## src/rtl/palette_fade_if.sv

```systemverilog
// Pixel bus around the palette lookup: compositor index in, color_table RGB in,
// remapped index out to color_table and scaled RGB out to the VGA DAC.
interface palette_fade_if;
    logic [3:0] pixel_color;
    logic [3:0] color_idx;
    logic [7:0] R_in;
    logic [7:0] G_in;
    logic [7:0] B_in;
    logic [7:0] VGA_R;
    logic [7:0] VGA_G;
    logic [7:0] VGA_B;

    // master: compositor/color_table side; slave: the fade controller
    modport master (
        output pixel_color, R_in, G_in, B_in,
        input  color_idx, VGA_R, VGA_G, VGA_B
    );

    modport slave (
        input  pixel_color, R_in, G_in, B_in,
        output color_idx, VGA_R, VGA_G, VGA_B
    );
endinterface

```

## src/rtl/palette_fade_ctrl.sv

```systemverilog
// Palette lookup stage with frame-stepped fade to/from black and registered RGB out.
// Define PFC_FLASH_EN to add flash_req, which remaps index 0 to 8 for FLASH_FRAMES frames.
module palette_fade_ctrl #(
    parameter int LEVEL_BITS      = 4,
    parameter int FRAMES_PER_STEP = 2,
    parameter int FLASH_FRAMES    = 8
) (
    input  logic                  Clk,
    input  logic                  Reset_n,
    input  logic                  frame_start,
    input  logic                  fade_out,
    input  logic                  fade_in,
`ifdef PFC_FLASH_EN
    input  logic                  flash_req,
`endif
    palette_fade_if.slave         pix,
    output logic [LEVEL_BITS:0]   level,
    output logic                  busy,
    output logic                  done
);

    localparam int LW     = LEVEL_BITS + 1;
    localparam int PROD_W = 8 + LW;
    localparam logic [LW-1:0] LEVEL_MAX = LW'(2 ** LEVEL_BITS);
    localparam int CNT_W  = (FRAMES_PER_STEP > 1) ? $clog2(FRAMES_PER_STEP) : 1;
    localparam logic [CNT_W-1:0] CNT_LAST = CNT_W'(FRAMES_PER_STEP - 1);
    localparam int FLASH_W = $clog2(FLASH_FRAMES + 1);
    localparam logic [FLASH_W-1:0] FLASH_LOAD = FLASH_W'(FLASH_FRAMES);
    localparam logic [3:0] FLASH_IDX = 4'd8;

    typedef enum logic [1:0] {
        VISIBLE    = 2'd0,
        FADING_OUT = 2'd1,
        BLACK      = 2'd2,
        FADING_IN  = 2'd3
    } state_e;

    state_e             state_q;
    logic [LW-1:0]      level_q;
    logic [LW-1:0]      level_up;
    logic [LW-1:0]      level_dn;
    logic [CNT_W-1:0]   cnt_q;
    logic               busy_q;
    logic               done_q;
    logic               take_in;

    // fade_out has priority whenever both commands arrive together
    assign take_in  = fade_in && !fade_out;
    assign level_up = (level_q >= LEVEL_MAX) ? LEVEL_MAX : level_q + 1'b1;
    assign level_dn = (level_q == '0) ? '0 : level_q - 1'b1;

    // NOTE: sequential state uses non-blocking assignments so every register
    // samples the pre-edge values, independent of statement order.
    always_ff @(posedge Clk) begin
        if (!Reset_n) begin
            state_q <= VISIBLE;
            level_q <= LEVEL_MAX;
            cnt_q   <= '0;
            busy_q  <= 1'b0;
            done_q  <= 1'b0;
        end else begin
            done_q <= 1'b0;
            case (state_q)
                VISIBLE: begin
                    if (fade_out) begin
                        state_q <= FADING_OUT;
                        cnt_q   <= '0;
                        busy_q  <= 1'b1;
                    end
                end
                BLACK: begin
                    if (take_in) begin
                        state_q <= FADING_IN;
                        cnt_q   <= '0;
                        busy_q  <= 1'b1;
                    end
                end
                FADING_OUT: begin
                    if (take_in) begin
                        state_q <= FADING_IN;
                        cnt_q   <= '0;
                    end else if (frame_start) begin
                        if (cnt_q == CNT_LAST) begin
                            cnt_q   <= '0;
                            level_q <= level_dn;
                            if (level_dn == '0) begin
                                state_q <= BLACK;
                                busy_q  <= 1'b0;
                                done_q  <= 1'b1;
                            end
                        end else begin
                            cnt_q <= cnt_q + 1'b1;
                        end
                    end
                end
                FADING_IN: begin
                    if (fade_out) begin
                        state_q <= FADING_OUT;
                        cnt_q   <= '0;
                    end else if (frame_start) begin
                        if (cnt_q == CNT_LAST) begin
                            cnt_q   <= '0;
                            level_q <= level_up;
                            if (level_up == LEVEL_MAX) begin
                                state_q <= VISIBLE;
                                busy_q  <= 1'b0;
                                done_q  <= 1'b1;
                            end
                        end else begin
                            cnt_q <= cnt_q + 1'b1;
                        end
                    end
                end
                default: begin
                    state_q <= VISIBLE;
                    busy_q  <= 1'b0;
                end
            endcase
        end
    end

    assign level = level_q;
    assign busy  = busy_q;
    assign done  = done_q;

    // Flash countdown: remaining frame_start pulses of the current flash
    logic [FLASH_W-1:0] flash_cnt_q;
    logic [FLASH_W-1:0] flash_cnt_d;
    logic               flash_start;
    logic               flash_active;

`ifdef PFC_FLASH_EN
    assign flash_start = flash_req;
`else
    assign flash_start = 1'b0;
`endif

    assign flash_active = (flash_cnt_q != '0);

    always_comb begin
        flash_cnt_d = flash_cnt_q;
        if (flash_start) begin
            flash_cnt_d = FLASH_LOAD;
        end else if (frame_start && flash_active) begin
            flash_cnt_d = flash_cnt_q - 1'b1;
        end
    end

    always_ff @(posedge Clk) begin
        if (!Reset_n) begin
            flash_cnt_q <= '0;
        end else begin
            flash_cnt_q <= flash_cnt_d;
        end
    end

    always_comb begin
        // NOTE: a default assignment first guarantees every path drives
        // color_idx, so no latch is inferred.
        pix.color_idx = pix.pixel_color;
        if (flash_active && (pix.pixel_color == 4'd0)) begin
            pix.color_idx = FLASH_IDX;
        end
    end

    // (x * level) >> LEVEL_BITS, clamped to 8 bits; full level is an exact pass-through
    function automatic logic [7:0] scale(input logic [7:0] x, input logic [LW-1:0] lvl);
        logic [PROD_W-1:0] prod;
        prod = (PROD_W'(x) * PROD_W'(lvl)) >> LEVEL_BITS;
        return (prod > PROD_W'(8'hFF)) ? 8'hFF : prod[7:0];
    endfunction

    logic [7:0] vga_r_d, vga_g_d, vga_b_d;
    logic [7:0] vga_r_q, vga_g_q, vga_b_q;

    always_comb begin
        vga_r_d = scale(pix.R_in, level_q);
        vga_g_d = scale(pix.G_in, level_q);
        vga_b_d = scale(pix.B_in, level_q);
    end

    always_ff @(posedge Clk) begin
        if (!Reset_n) begin
            vga_r_q <= '0;
            vga_g_q <= '0;
            vga_b_q <= '0;
        end else begin
            vga_r_q <= vga_r_d;
            vga_g_q <= vga_g_d;
            vga_b_q <= vga_b_d;
        end
    end

    assign pix.VGA_R = vga_r_q;
    assign pix.VGA_G = vga_g_q;
    assign pix.VGA_B = vga_b_q;

endmodule

```

## src/flat_wrapper.sv

```systemverilog
// flat-port wrapper written by rule: the top's interface ports become plain ports
module palette_fade_ctrl_flat 
#(
    parameter int LEVEL_BITS      = 4,
    parameter int FRAMES_PER_STEP = 2,
    parameter int FLASH_FRAMES    = 8
)
  (Clk, Reset_n, frame_start, fade_out, fade_in, level, busy, done, pix_pixel_color, pix_R_in, pix_G_in, pix_B_in, pix_color_idx, pix_VGA_R, pix_VGA_G, pix_VGA_B);
  palette_fade_if pix_i ();
  input  logic Clk;
  input  logic Reset_n;
  input  logic frame_start;
  input  logic fade_out;
  input  logic fade_in;
  output logic [LEVEL_BITS:0] level;
  output logic busy;
  output logic done;
  input wire logic [$bits(pix_i.pixel_color)-1:0] pix_pixel_color;
  input wire logic [$bits(pix_i.R_in)-1:0] pix_R_in;
  input wire logic [$bits(pix_i.G_in)-1:0] pix_G_in;
  input wire logic [$bits(pix_i.B_in)-1:0] pix_B_in;
  output wire logic [$bits(pix_i.color_idx)-1:0] pix_color_idx;
  output wire logic [$bits(pix_i.VGA_R)-1:0] pix_VGA_R;
  output wire logic [$bits(pix_i.VGA_G)-1:0] pix_VGA_G;
  output wire logic [$bits(pix_i.VGA_B)-1:0] pix_VGA_B;
  assign pix_i.pixel_color = pix_pixel_color;
  assign pix_i.R_in = pix_R_in;
  assign pix_i.G_in = pix_G_in;
  assign pix_i.B_in = pix_B_in;
  assign pix_color_idx = pix_i.color_idx;
  assign pix_VGA_R = pix_i.VGA_R;
  assign pix_VGA_G = pix_i.VGA_G;
  assign pix_VGA_B = pix_i.VGA_B;
  palette_fade_ctrl #(.LEVEL_BITS(LEVEL_BITS), .FRAMES_PER_STEP(FRAMES_PER_STEP), .FLASH_FRAMES(FLASH_FRAMES)) u_core (.Clk(Clk), .Reset_n(Reset_n), .frame_start(frame_start), .fade_out(fade_out), .fade_in(fade_in), .pix(pix_i), .level(level), .busy(busy), .done(done));
endmodule
```

## config.mk

```make
export PLATFORM = sky130hd
export DESIGN_NAME = palette_fade_ctrl_flat
export DESIGN_NICKNAME = d
export VERILOG_FILES = /design/src/rtl/palette_fade_if.sv /design/src/rtl/palette_fade_ctrl.sv /design/src/flat_wrapper.sv
export SDC_FILE = /design/constraint.sdc
export NUM_CORES = 1
export LEC_CHECK = 0
export BUFFER_PORTS_ARGS = -buffer_cell sky130_fd_sc_hd__buf_2
export CAP_MARGIN = 20
export CELL_PAD_IN_SITES_DETAIL_PLACEMENT = 1
export CELL_PAD_IN_SITES_GLOBAL_PLACEMENT = 1
export CORE_MARGIN = 8
export CORE_UTILIZATION = 49
export CTS_CLUSTER_DIAMETER = 40
export CTS_CLUSTER_SIZE = 8
export DETAILED_ROUTE_END_ITERATION = 8
export MAX_ROUTING_LAYER = met4
export PLACE_DENSITY_LB_ADDON = 0.2
export SLEW_MARGIN = 20
export SYNTH_ARGS = -nofsm -noshare
export SYNTH_HDL_FRONTEND = slang
export SYNTH_SLANG_ARGS = --single-unit
```

## constraint.sdc

```tcl
create_clock -name Clk -period 7.42 [get_ports Clk]
set_input_delay 0.742 -clock Clk [delete_from_list [all_inputs] [get_ports Clk]]
set_output_delay 0.742 -clock Clk [all_outputs]
set_load 0.1 [all_outputs]
```

# [Word-level counts from Yosys, hierarchy flattened]
# Index checks and enable logic that the tools add are counted.
[op_classes] add_sub_neg=4 multipliers=3 n_lt_le_gt_ge=4 eq_ne=20 n_mux=51 n_reduce_logical=14
[ops] cell="5-bit two-way mux" count=8
[ops] cell="8-bit by 5-bit multiplier with 13-bit output" count=3
[ops] cell="9-bit by 8-bit greater-than comparator with 1-bit output (second input constant)" count=3
[ops] cell="1-bit two-way mux" count=24
[ops] cell="8-bit two-way mux" count=3
[ops] cell="2-bit two-way mux" count=10
[ops] cell="5-bit zero test" count=2
[ops] cell="2-bit by 1-bit != test with 1-bit output (second input constant)" count=5
[ops] cell="2-bit != test (second input constant)" count=5
[ops] cell="5-bit case mux with 2 select lines" count=1
[ops] cell="10-bit AND reduction" count=1
[ops] cell="3-bit by 2-bit != test with 1-bit output (second input constant)" count=3
[ops] cell="1-bit case mux with 4 select lines" count=2
[ops] cell="2-bit case mux with 4 select lines" count=1
[ops] cell="8-bit AND reduction" count=1
[ops] cell="7-bit AND reduction" count=1
[ops] cell="3-bit by 1-bit != test with 1-bit output (second input constant)" count=2
[ops] cell="5-bit by 1-bit adder with 5-bit output (second input constant)" count=1
[ops] cell="5-bit equality test (second input constant)" count=1
[ops] cell="5-bit greater-or-equal comparator (second input constant)" count=1
[ops] cell="5-bit by 1-bit subtractor with 5-bit output (second input constant)" count=1
[ops] cell="2-bit equality test (second input constant)" count=2
[ops] cell="4-bit zero test" count=1
[ops] cell="4-bit two-way mux" count=1
[ops] cell="other kinds (11)" count=13
[totals] register_bits=38 input_bits=33 output_inout_bits=35 word_cells=105

# [Logic depth before layout (Yosys ltp)]
# Gate-level depths: netlist of the first run.
[depth] word_depth=8 ltp_mapped=16 ltp_nobuf=14

# [Least setup slack after synthesis of the first run]
# OpenSTA, ideal clock, no wires.
[synth_path] kind="flip-flop to flip-flop" startpoint="reg u_core.level_q[3], in the netlist u_core.level[3]" endpoint="reg u_core.vga_g_q[0], in the netlist u_core.pix.VGA_G[0]" arrival_time_ps=4815 required_ps=7305 slack_ps=2490 stages_incl_launch_ff=16 path_cell_list="dfxtp_1 > clkbuf_1 > clkbuf_1 > and2_1 > fa_1 > fa_1 > inv_1 > fa_1 > inv_1 > ha_1 > a21o_1 > a211o_1 > o211ai_1 > a311o_1 > o211ai_1 > o21a_1"
[synth_via] elab_chain_cells=3
[synth_lines] item="from (decl)" line_no="palette_fade_ctrl.sv:39" rtl="logic [LW-1:0] level_q;"
[synth_lines] item="from (signal assigned)" line_no="palette_fade_ctrl.sv:85" rtl="level_q <= level_dn;"
[synth_lines] item="from (signal assigned)" line_no="palette_fade_ctrl.sv:103" rtl="level_q <= level_up;"
[synth_lines] item="8-bit by 5-bit multiplier with 13-bit output (*)" line_no="palette_fade_ctrl.sv:169" rtl="prod = (PROD_W'(x) * PROD_W'(lvl)) >> LEVEL_BITS;"
[synth_lines] item="9-bit by 8-bit greater-than comparator with 1-bit output" line_no="palette_fade_ctrl.sv:170" rtl="return (prod > PROD_W'(8'hFF)) ? 8'hFF : prod[7:0];"
[synth_lines] item="8-bit two-way mux (*)" line_no="palette_fade_ctrl.sv:170"
[synth_lines] item="to (signal assigned)" line_no="palette_fade_ctrl.sv:189" rtl="vga_g_q <= vga_g_d;"
[synth_lines] item="to (decl)" line_no="palette_fade_ctrl.sv:174" rtl="logic [7:0] vga_r_q, vga_g_q, vga_b_q;"
# Every way passes the cells marked *; elsewhere a longest branch is shown, timed or not.
# A chain may end at the register's enable or synchronous reset.

# [Worst setup path in the final report of the first run]
[layout_path] startpoint="reg u_core.level_q[3], in the netlist u_core.level[3]" endpoint="reg u_core.vga_g_q[3], in the netlist u_core.pix.VGA_G[3]"
# The elaborated chain is that of the path after synthesis.

==> reports/summary.log, run 1 <==
INFO  run_status     outcome=finished clean
INFO  route          drt_iter0_markers=145
INFO  synthesis      synth_cell_type_count=57
INFO  route          route.detailed.vias_per_inst=5.50
INFO  timing         timing.fmax=204MHz
INFO  finish         multi_input_area=3990um2
INFO  pwr            post-layout-total-power=0.874mW
INFO  synthesis      synthesized_instance_count=593
INFO  flow_run       cap_viol_max_count=0
INFO  clock_network  clk_slew_on_worst_s_h_paths=0.09ns
INFO  clock_network  ctsRootBufferMaster=sky130_fd_sc_hd__clkbuf_8
INFO  route          route.antenna.remaining_nets=0
INFO  synthesis      async_flop_share=0%
INFO  worst_setup_path cp.required=7.62ns
INFO  finish         antenna_cells=0
INFO  global_route   global_route.usage.total=18.7%
INFO  global_route   routing_usage_on_met3=2.52%
INFO  global_route   grt.overflow.total=0
INFO  route          drt-pass1-iter-count=4
INFO  place          dp.cells=774
INFO  worst_setup_path worst_setup_path_end_kind=register
INFO  worst_setup_path ws_path_type=reg2reg
INFO  clock_network  holdBufCountCts=0
INFO  clock_network  htree_num_levels=2
INFO  finish         stdcell_count=782
INFO  synthesis      synth_nets=742
INFO  route          post-route-drc-count=0
INFO  timing         period_share=66.1%
INFO  synthesis      synth.ff_latch_count=38
INFO  clock_network  ctsResizeCount=0
INFO  global_route   first_global_vias=4660
INFO  floorplanning  starting_density=50.1%
INFO  timing         hold_vio_cnt_final=0
INFO  route          route.detailed.wl_per_inst=16.1um
INFO  floorplanning  placementRows=37
INFO  synthesis      synth_top_area_cell=sky130_fd_sc_hd__fa_1
INFO  worst_setup_path cp-start-kind=register
INFO  floorplanning  dieArea=14000um2
INFO  pwr            pwr_dens=155nW/um2
INFO  synthesis      synth_enable_flop_cells=0
INFO  place          place.detailed.hpwl=10.3mm
INFO  synthesis      synth_sequential_area_ratio=14.9%
INFO  synthesis      post_synth.cell_area_avg=8.64um2
INFO  finish         flow.area_growth_from_synthesis=10.3%
INFO  synthesis      most_common_flop_cell_mapped_by_yosys=sky130_fd_sc_hd__dfxtp_1
INFO  global_route   met2_track_demand_over_resource=34.0%
INFO  pwr            ir_drop=0.0000893V
INFO  place          io_buffer_count=67
INFO  timing         timing.final.crit_period=4.90ns
INFO  clock_network  cts_buffers=5
INFO  global_route   antenna_found_initial=0
INFO  timing         clock-skew-final=0.00850ns
INFO  floorplanning  core_area=10200um2
INFO  finish         layout.nets=794
INFO  timing         slew_violations=0
INFO  global_route   groute.layer.met1.usage=21.2%
INFO  clock_network  post_cts.repair.setup_buffers=0
INFO  clock_network  cts_sinks=38
INFO  timing         setup-tns-final=0ns
INFO  timing         rsz0062_at_grt=no
INFO  global_route   top_usage_layer=met2
INFO  synthesis      netlist_top_cells_area=sky130_fd_sc_hd__fa_1 20%, sky130_fd_sc_hd__ha_1 16%, sky130_fd_sc_hd__dfxtp_1 15%, sky130_fd_sc_hd__and2_1 9.0%, sky130_fd_sc_hd__inv_1 5.1%
INFO  timing         relSlewSlack=29.3%
INFO  worst_setup_path path_max_fanout=33
INFO  floorplanning  die_height=118um
INFO  synthesis      yosysWarningCount=0
INFO  clock_network  clk_latency=0.31ns
INFO  floorplanning  fp.dieW=118um
INFO  clock_network  cts_tree=built
INFO  route          routed-via-count=4301
INFO  clock_network  clock_path_buffers=2
INFO  synthesis      syn-cell-area=5120um2
INFO  timing         final-setup-viol-count=0
INFO  timing         max_slew.worst_pin.slew=1.06ns
INFO  global_route   grt_start_max_net_pins=34
INFO  finish         seqCellArea=761um2
INFO  synthesis      yosysTopAreaCellShare=19.9%
INFO  worst_setup_path cp.arrival=5.10ns
INFO  place          finalWeightedCongestion=0.787
INFO  floorplanning  total_i_o_pin_count=68
INFO  global_route   grt_pass1_wl=21.7mm
INFO  route          route.final.wire_length=12.6mm
INFO  finish         layout-drive-gt1-share=14.1%
INFO  worst_hold_path holdCritPathClass=reg2reg
INFO  pwr            p_leak=2.89nW
INFO  finish         nFillCells=1287
Yosys cell counts, drive strengths merged (5+ instances only):
cell     n
and2    74
inv     70
ha      65
nand2   58
fa      51
dfxtp   38
nor2    29
o21a    24
a21oi   20
clkbuf  19
xnor2   15
o21ai   14
xor2    12
nand3    9
a211oi   8
nor2b    8
a21o     6
a31oi    5
buf      5
nand4    5
nor3     5
nor3b    5
flip-flops by register name, summed over array words and instances, names as in the netlist:
register and cells:
u_core.done 1, u_core.cnt_q 1, u_core.busy 1, u_core.pix.VGA_B 8
u_core.pix.VGA_R 8, u_core.level 5, u_core.pix.VGA_G 8, u_core.flash_cnt_q 4
u_core.state_q 2
path summary, 6_finish.rpt:
check	slack, ns	start	depth (start not counted)	to
worst min register to register	0.48	u_core.busy	1	u_core.busy
worst max register to register	2.52	u_core.level[3]	13	u_core.pix.VGA_G[3]
worst min-delay path	0.48	u_core.busy	1	u_core.busy
worst max-delay path	2.52	u_core.level[3]	13	u_core.pix.VGA_G[3]
cells in the final DEF (no fill, tap or decap), types with 3 or more instances in the layout:
| cell type | instances |
|---|---|
| sky130_fd_sc_hd__buf_2 | 67 |
| sky130_fd_sc_hd__and2_1 | 74 |
| sky130_fd_sc_hd__ha_1 | 65 |
| sky130_fd_sc_hd__nand2b_1 | 4 |
| sky130_fd_sc_hd__a2111oi_0 | 3 |
| sky130_fd_sc_hd__and4_1 | 4 |
| sky130_fd_sc_hd__nand4_1 | 5 |
| sky130_fd_sc_hd__a31oi_1 | 5 |
| sky130_fd_sc_hd__o211ai_1 | 3 |
| sky130_fd_sc_hd__a21oi_1 | 20 |
| sky130_fd_sc_hd__a31o_2 | 3 |
| sky130_fd_sc_hd__nor2_1 | 29 |
| sky130_fd_sc_hd__dfxtp_1 | 38 |
| sky130_fd_sc_hd__nor3_1 | 4 |
| sky130_fd_sc_hd__fa_1 | 51 |
| sky130_fd_sc_hd__xnor2_1 | 15 |
| sky130_fd_sc_hd__nand2_1 | 58 |
| sky130_fd_sc_hd__a211oi_1 | 6 |
| sky130_fd_sc_hd__xor2_1 | 12 |
| sky130_fd_sc_hd__inv_1 | 70 |
| sky130_fd_sc_hd__a21o_1 | 6 |
| sky130_fd_sc_hd__clkbuf_8 | 5 |
| sky130_fd_sc_hd__nor2b_1 | 8 |
| sky130_fd_sc_hd__and3_1 | 4 |
| sky130_fd_sc_hd__o21ai_0 | 11 |
| sky130_fd_sc_hd__nand3_1 | 9 |
| sky130_fd_sc_hd__nor3b_1 | 5 |
| sky130_fd_sc_hd__o21a_1 | 24 |
worst max-delay path, cell delays in order (launching register included):
cell and delay (ns):
sky130_fd_sc_hd__dfxtp_1 1.03, sky130_fd_sc_hd__and2_1 0.27, sky130_fd_sc_hd__fa_1 0.45, sky130_fd_sc_hd__fa_1 0.54, sky130_fd_sc_hd__inv_1 0.05, sky130_fd_sc_hd__fa_1 0.52, sky130_fd_sc_hd__inv_1 0.04, sky130_fd_sc_hd__ha_1 0.36
sky130_fd_sc_hd__o21ai_0 0.27, sky130_fd_sc_hd__nor2_1 0.08, sky130_fd_sc_hd__a31oi_1 0.41, sky130_fd_sc_hd__a311o_1 0.25, sky130_fd_sc_hd__o211ai_1 0.23, sky130_fd_sc_hd__o21a_1 0.27
per-layer routing:
| metal | vias to the layer above | routed length (um) |
|---|---|---|
| met1 | 2166 | 5530 |
| li1 | 2070 | - |
| met3 | 9 | 305 |
| met2 | 56 | 6620 |
| met5 | - | 0 |
| met4 | 0 | 129 |
where the power goes:
group          leakage (nW)  internal, mW  total, mW  switching (mW)
Combinational          2.52         0.135      0.429           0.295
Sequential            0.314         0.235      0.258          0.0232
Clock                0.0504         0.100      0.186          0.0864
Total                  2.89         0.470      0.874           0.404
layout make-up:
cell class | count | share of cell area (%)
Multi-Input combinational cell | 461 | 70.7
Sequential cell | 38 | 13.5
Timing Repair Buffer | 69 | 6.20
Inverter | 70 | 4.65
Tap cell | 136 | 3.01
Clock buffer | 5 | 1.22
Clock inverter | 3 | 0.797
cells by family (layout without fill, tap and decap cells):
family | Yosys count | in the layout | synth area share (%)
buf+inv | 94 | 147 | 7.18
mux | 2 | 2 | 0.391
fa+ha+maj | 116 | 116 | 35.8
simple gates | 212 | 212 | 22.0
compound gates | 104 | 104 | 15.2
flops | 38 | 38 | 14.9
xor+xnor | 27 | 27 | 4.62
stage by stage:
stage	area [um2]	worst slack [ns]	hold WS, ns	util [%]
5_1_grt	5650	2.29	0.519	55.2
3_3_place_gp	5540	2.82	0.456	54.1
6_report	5650	2.52	0.484	55.2
2_1_floorplan	5120	2.49	0.478	-
3_5_place_dp	5540	2.59	0.472	54.1
4_1_cts	5650	2.55	0.493	55.2
Power figures use the tool's default switching activity.
==> run 2, diff against run 1 <==
Settings changed: CORE_UTILIZATION 49 to 41.
Clock period 7.42 ns to 4.3 ns, I/O delays scaled along.
==> reports/summary.log, run 2 (synthesis results as in run 1) <==
INFO  run_status     outcome=finished clean [unchanged]
INFO  route          route.antenna.remaining_nets=0 [unchanged]
INFO  global_route   grt_pass1_wl=22.3mm [was 21.7 mm]
INFO  finish         flow.area_growth_from_synthesis=14.2% [was 10.3%]
INFO  timing         setup-tns-final=0ns [unchanged]
INFO  finish         nFillCells=1507 [was 1287]
INFO  global_route   antenna_found_initial=0 [unchanged]
INFO  worst_setup_path worst-r2r-setup-slack=0.20ns [was 2.52 ns]
INFO  timing         final-setup-viol-count=0 [unchanged]
INFO  finish         mostFrequentLayoutCell=sky130_fd_sc_hd__and2_1 [unchanged]
INFO  worst_setup_path critical_path.startpoint=u_core.level[4] [was u_core.level[3]]
INFO  place          placed_cell_area=5650um2 [was 5540 um2]
INFO  worst_setup_path cp.required=4.48ns [was 7.62 ns]
INFO  timing         hold_vio_cnt_final=0 [unchanged]
INFO  worst_hold_path min_delay_worst_endpoint=u_core.busy [unchanged]
INFO  worst_setup_path cp-start-kind=register [unchanged]
INFO  clock_network  cts_tree=built [unchanged]
INFO  worst_setup_path path_max_fanout=13 [was 33]
INFO  route          route.detailed.vias_per_inst=5.13 [was 5.50]
INFO  route          routed-via-count=4254 [was 4301]
INFO  route          drt-pass1-iter-count=4 [unchanged]
INFO  floorplanning  core_area=12400um2 [was 10200 um2]
INFO  worst_hold_path holdCritPathClass=reg2reg [unchanged]
INFO  clock_network  cts_buffers=5 [unchanged]
INFO  clock_network  ctsRootBufferMaster=sky130_fd_sc_hd__clkbuf_16 [was sky130_fd_sc_hd__clkbuf_8]
INFO  timing         clock-skew-final=0.0102ns [was 0.00850 ns]
INFO  worst_setup_path reg_to_reg_critical_path_endpoint=u_core.pix.VGA_G[5] [was u_core.pix.VGA_G[3]]
INFO  route          drt_iter0_markers=110 [was 145]
INFO  worst_setup_path worst_setup_path_end_kind=register [unchanged]
INFO  flow_run       cap_viol_max_count=0 [unchanged]
INFO  timing         worst_slack=0.200ns [was 2.52 ns]
INFO  timing         slew_violations=0 [unchanged]
INFO  clock_network  htree_num_levels=2 [unchanged]
INFO  place          detailedPlace.worstSlack=0.0000706ns [was 2.59 ns]
INFO  worst_setup_path ws_path_type=reg2reg [unchanged]
INFO  clock_network  clock_path_buffers=2 [unchanged]
INFO  route          route.detailed.wl_per_inst=15.9um [was 16.1 um]
INFO  timing         rsz0062_at_grt=no [unchanged]
INFO  worst_hold_path hold_path_startpoint=u_core.busy [unchanged]
INFO  floorplanning  die_height=128um [was 118 um]
INFO  timing         fin_worst_hold_slack=0.487ns [was 0.484 ns]
INFO  finish         post-route-cell-area=5850um2 [was 5650 um2]
INFO  finish         antenna_cells=0 [unchanged]
INFO  pwr            ir_drop=0.000139V [was 0.0000893 V]
INFO  worst_setup_path cp.arrival=4.28ns [was 5.10 ns]
INFO  timing         max_slew.worst_pin.slew=0.592ns [was 1.06 ns]
INFO  place          place.detailed.hpwl=10.7mm [was 10.3 mm]
INFO  floorplanning  fp.dieW=128um [was 118 um]
INFO  finish         mostFrequentLayoutCells=74 x sky130_fd_sc_hd__and2_1, 70 x sky130_fd_sc_hd__inv_1, 67 x sky130_fd_sc_hd__buf_2, 64 x sky130_fd_sc_hd__ha_1, 58 x sky130_fd_sc_hd__nand2_1 [was 74 x sky130_fd_sc_hd__and2_1, 70 x sky130_fd_sc_hd__inv_1, 67 x sky130_fd_sc_hd__buf_2, 65 x sky130_fd_sc_hd__ha_1, 58 x sky130_fd_sc_hd__nand2_1]
INFO  floorplanning  placementRows=41 [was 37]
INFO  worst_setup_path reg2regPathDepth=13 [unchanged]
INFO  timing         relSlewSlack=60.3% [was 29.3%]
INFO  pwr            p_leak=2.97nW [was 2.89 nW]
INFO  clock_network  clk_latency=0.29ns [was 0.31 ns]
INFO  route          post-route-drc-count=0 [unchanged]
INFO  finish         layout.nets=805 [was 794]
INFO  global_route   grt.overflow.total=0 [unchanged]
INFO  floorplanning  total_i_o_pin_count=68 [unchanged]
INFO  global_route   global_route.usage.total=16.9% [was 18.7%]
INFO  finish         layout-drive-gt1-share=16.7% [was 14.1%]
INFO  place          finalWeightedCongestion=0.849 [was 0.787]
INFO  global_route   first_global_vias=4751 [was 4660]
INFO  place          io_buffer_count=67 [unchanged]
INFO  worst_setup_path worst_r2r_startpoint=u_core.level[4] [was u_core.level[3]]
INFO  global_route   grt_start_max_net_pins=29 [was 34]
INFO  worst_hold_path min_delay_path_depth=1 [unchanged]
INFO  timing         timing.fmax=244MHz [was 204 MHz]
INFO  clock_network  cts_sinks=38 [unchanged]
INFO  pwr            pwr_dens=266nW/um2 [was 155 nW/um2]
INFO  timing         timing.final.crit_period=4.10ns [was 4.90 ns]
INFO  timing         period_share=95.3% [was 66.1%]
INFO  clock_network  clk_slew_on_worst_s_h_paths=0.07ns [was 0.09 ns]
INFO  floorplanning  dieArea=16300um2 [was 14000 um2]
INFO  floorplanning  starting_density=41.3% [was 50.1%]
INFO  route          route.final.wire_length=13.2mm [was 12.6 mm]
-- run 2: changes by cell type in the layout (fill, tap and decap cells not counted), sizes merged --
cell | previous run | this run
buf | 69 | 80
bufinv | 1 | 0
clkbuf | 5 | 6
clkinv | 0 | 2
clkinvlp | 2 | 0
-- run 2: worst max path at each step --
stage / end
floorplan: u_core.pix.VGA_G[0]
global placement: u_core.pix.VGA_G[0]
detailed placement: u_core.pix.VGA_G[7]
CTS: u_core.pix.VGA_G[2]
global route: u_core.pix.VGA_B[2]
finish: u_core.pix.VGA_G[5]
-- run 2: through the flow --
stage                     power [mW]  utilization (%)  cells
final                           1.56             47.1    829
after global routing            1.66             47.1    829
after CTS                       1.57             46.7    826
after detailed placement        1.20             45.5    818
after global placement          1.17             45.5    818
after floorplan                 1.04                -    593
-- run 2: worst max-delay path, stage by stage, from the launching register on --
cell,delay [ns]
sky130_fd_sc_hd__dfxtp_4,0.40
sky130_fd_sc_hd__and2_1,0.17
sky130_fd_sc_hd__fa_1,0.51
sky130_fd_sc_hd__fa_1,0.56
sky130_fd_sc_hd__inv_1,0.06
sky130_fd_sc_hd__fa_1,0.53
sky130_fd_sc_hd__inv_1,0.04
sky130_fd_sc_hd__ha_1,0.36
sky130_fd_sc_hd__and4_1,0.23
sky130_fd_sc_hd__a221oi_2,0.32
sky130_fd_sc_hd__nor2_1,0.11
sky130_fd_sc_hd__a2111oi_2,0.41
sky130_fd_sc_hd__xnor2_1,0.12
sky130_fd_sc_hd__o21a_1,0.17
-- run 2: layout make-up --
class,instances,area (um2),area share [%]
Clock buffer,6,129,2.20
Clock inverter,2,10.0,0.171
Inverter,70,263,4.49
Multi-Input combinational cell,461,4030,68.8
Sequential cell,38,772,13.2
Tap cell,172,215,3.68
Timing Repair Buffer,80,433,7.40
-- run 2: routing by layer --
layer / wire, um / GRT usage, % / part of all wire (%) / vias up
met2: 6800 / 30.4 / 52 / 48
met3: 369 / 2.70 / 2.8 / 6
li1: - / - / - / 2088
met5: 0 / - / 0 / -
met4: 78 / 2.87 / 0.59 / 0
met1: 5920 / 19.7 / 45 / 2112
-- run 2: report_power, final --
part | switching [mW] | internal (mW) | total [mW]
logic | 0.511 | 0.238 | 0.749
registers | 0.0374 | 0.404 | 0.442
clock network | 0.151 | 0.213 | 0.365
total | 0.700 | 0.856 | 1.56
-- run 2: timing repair --
item	in CTS	in global routing
gates resized for setup	0	7
hold endpoints to repair	0	0
setup buffers	0	3
hold buffers	0	0
endpoints found under the setup margin	0	23
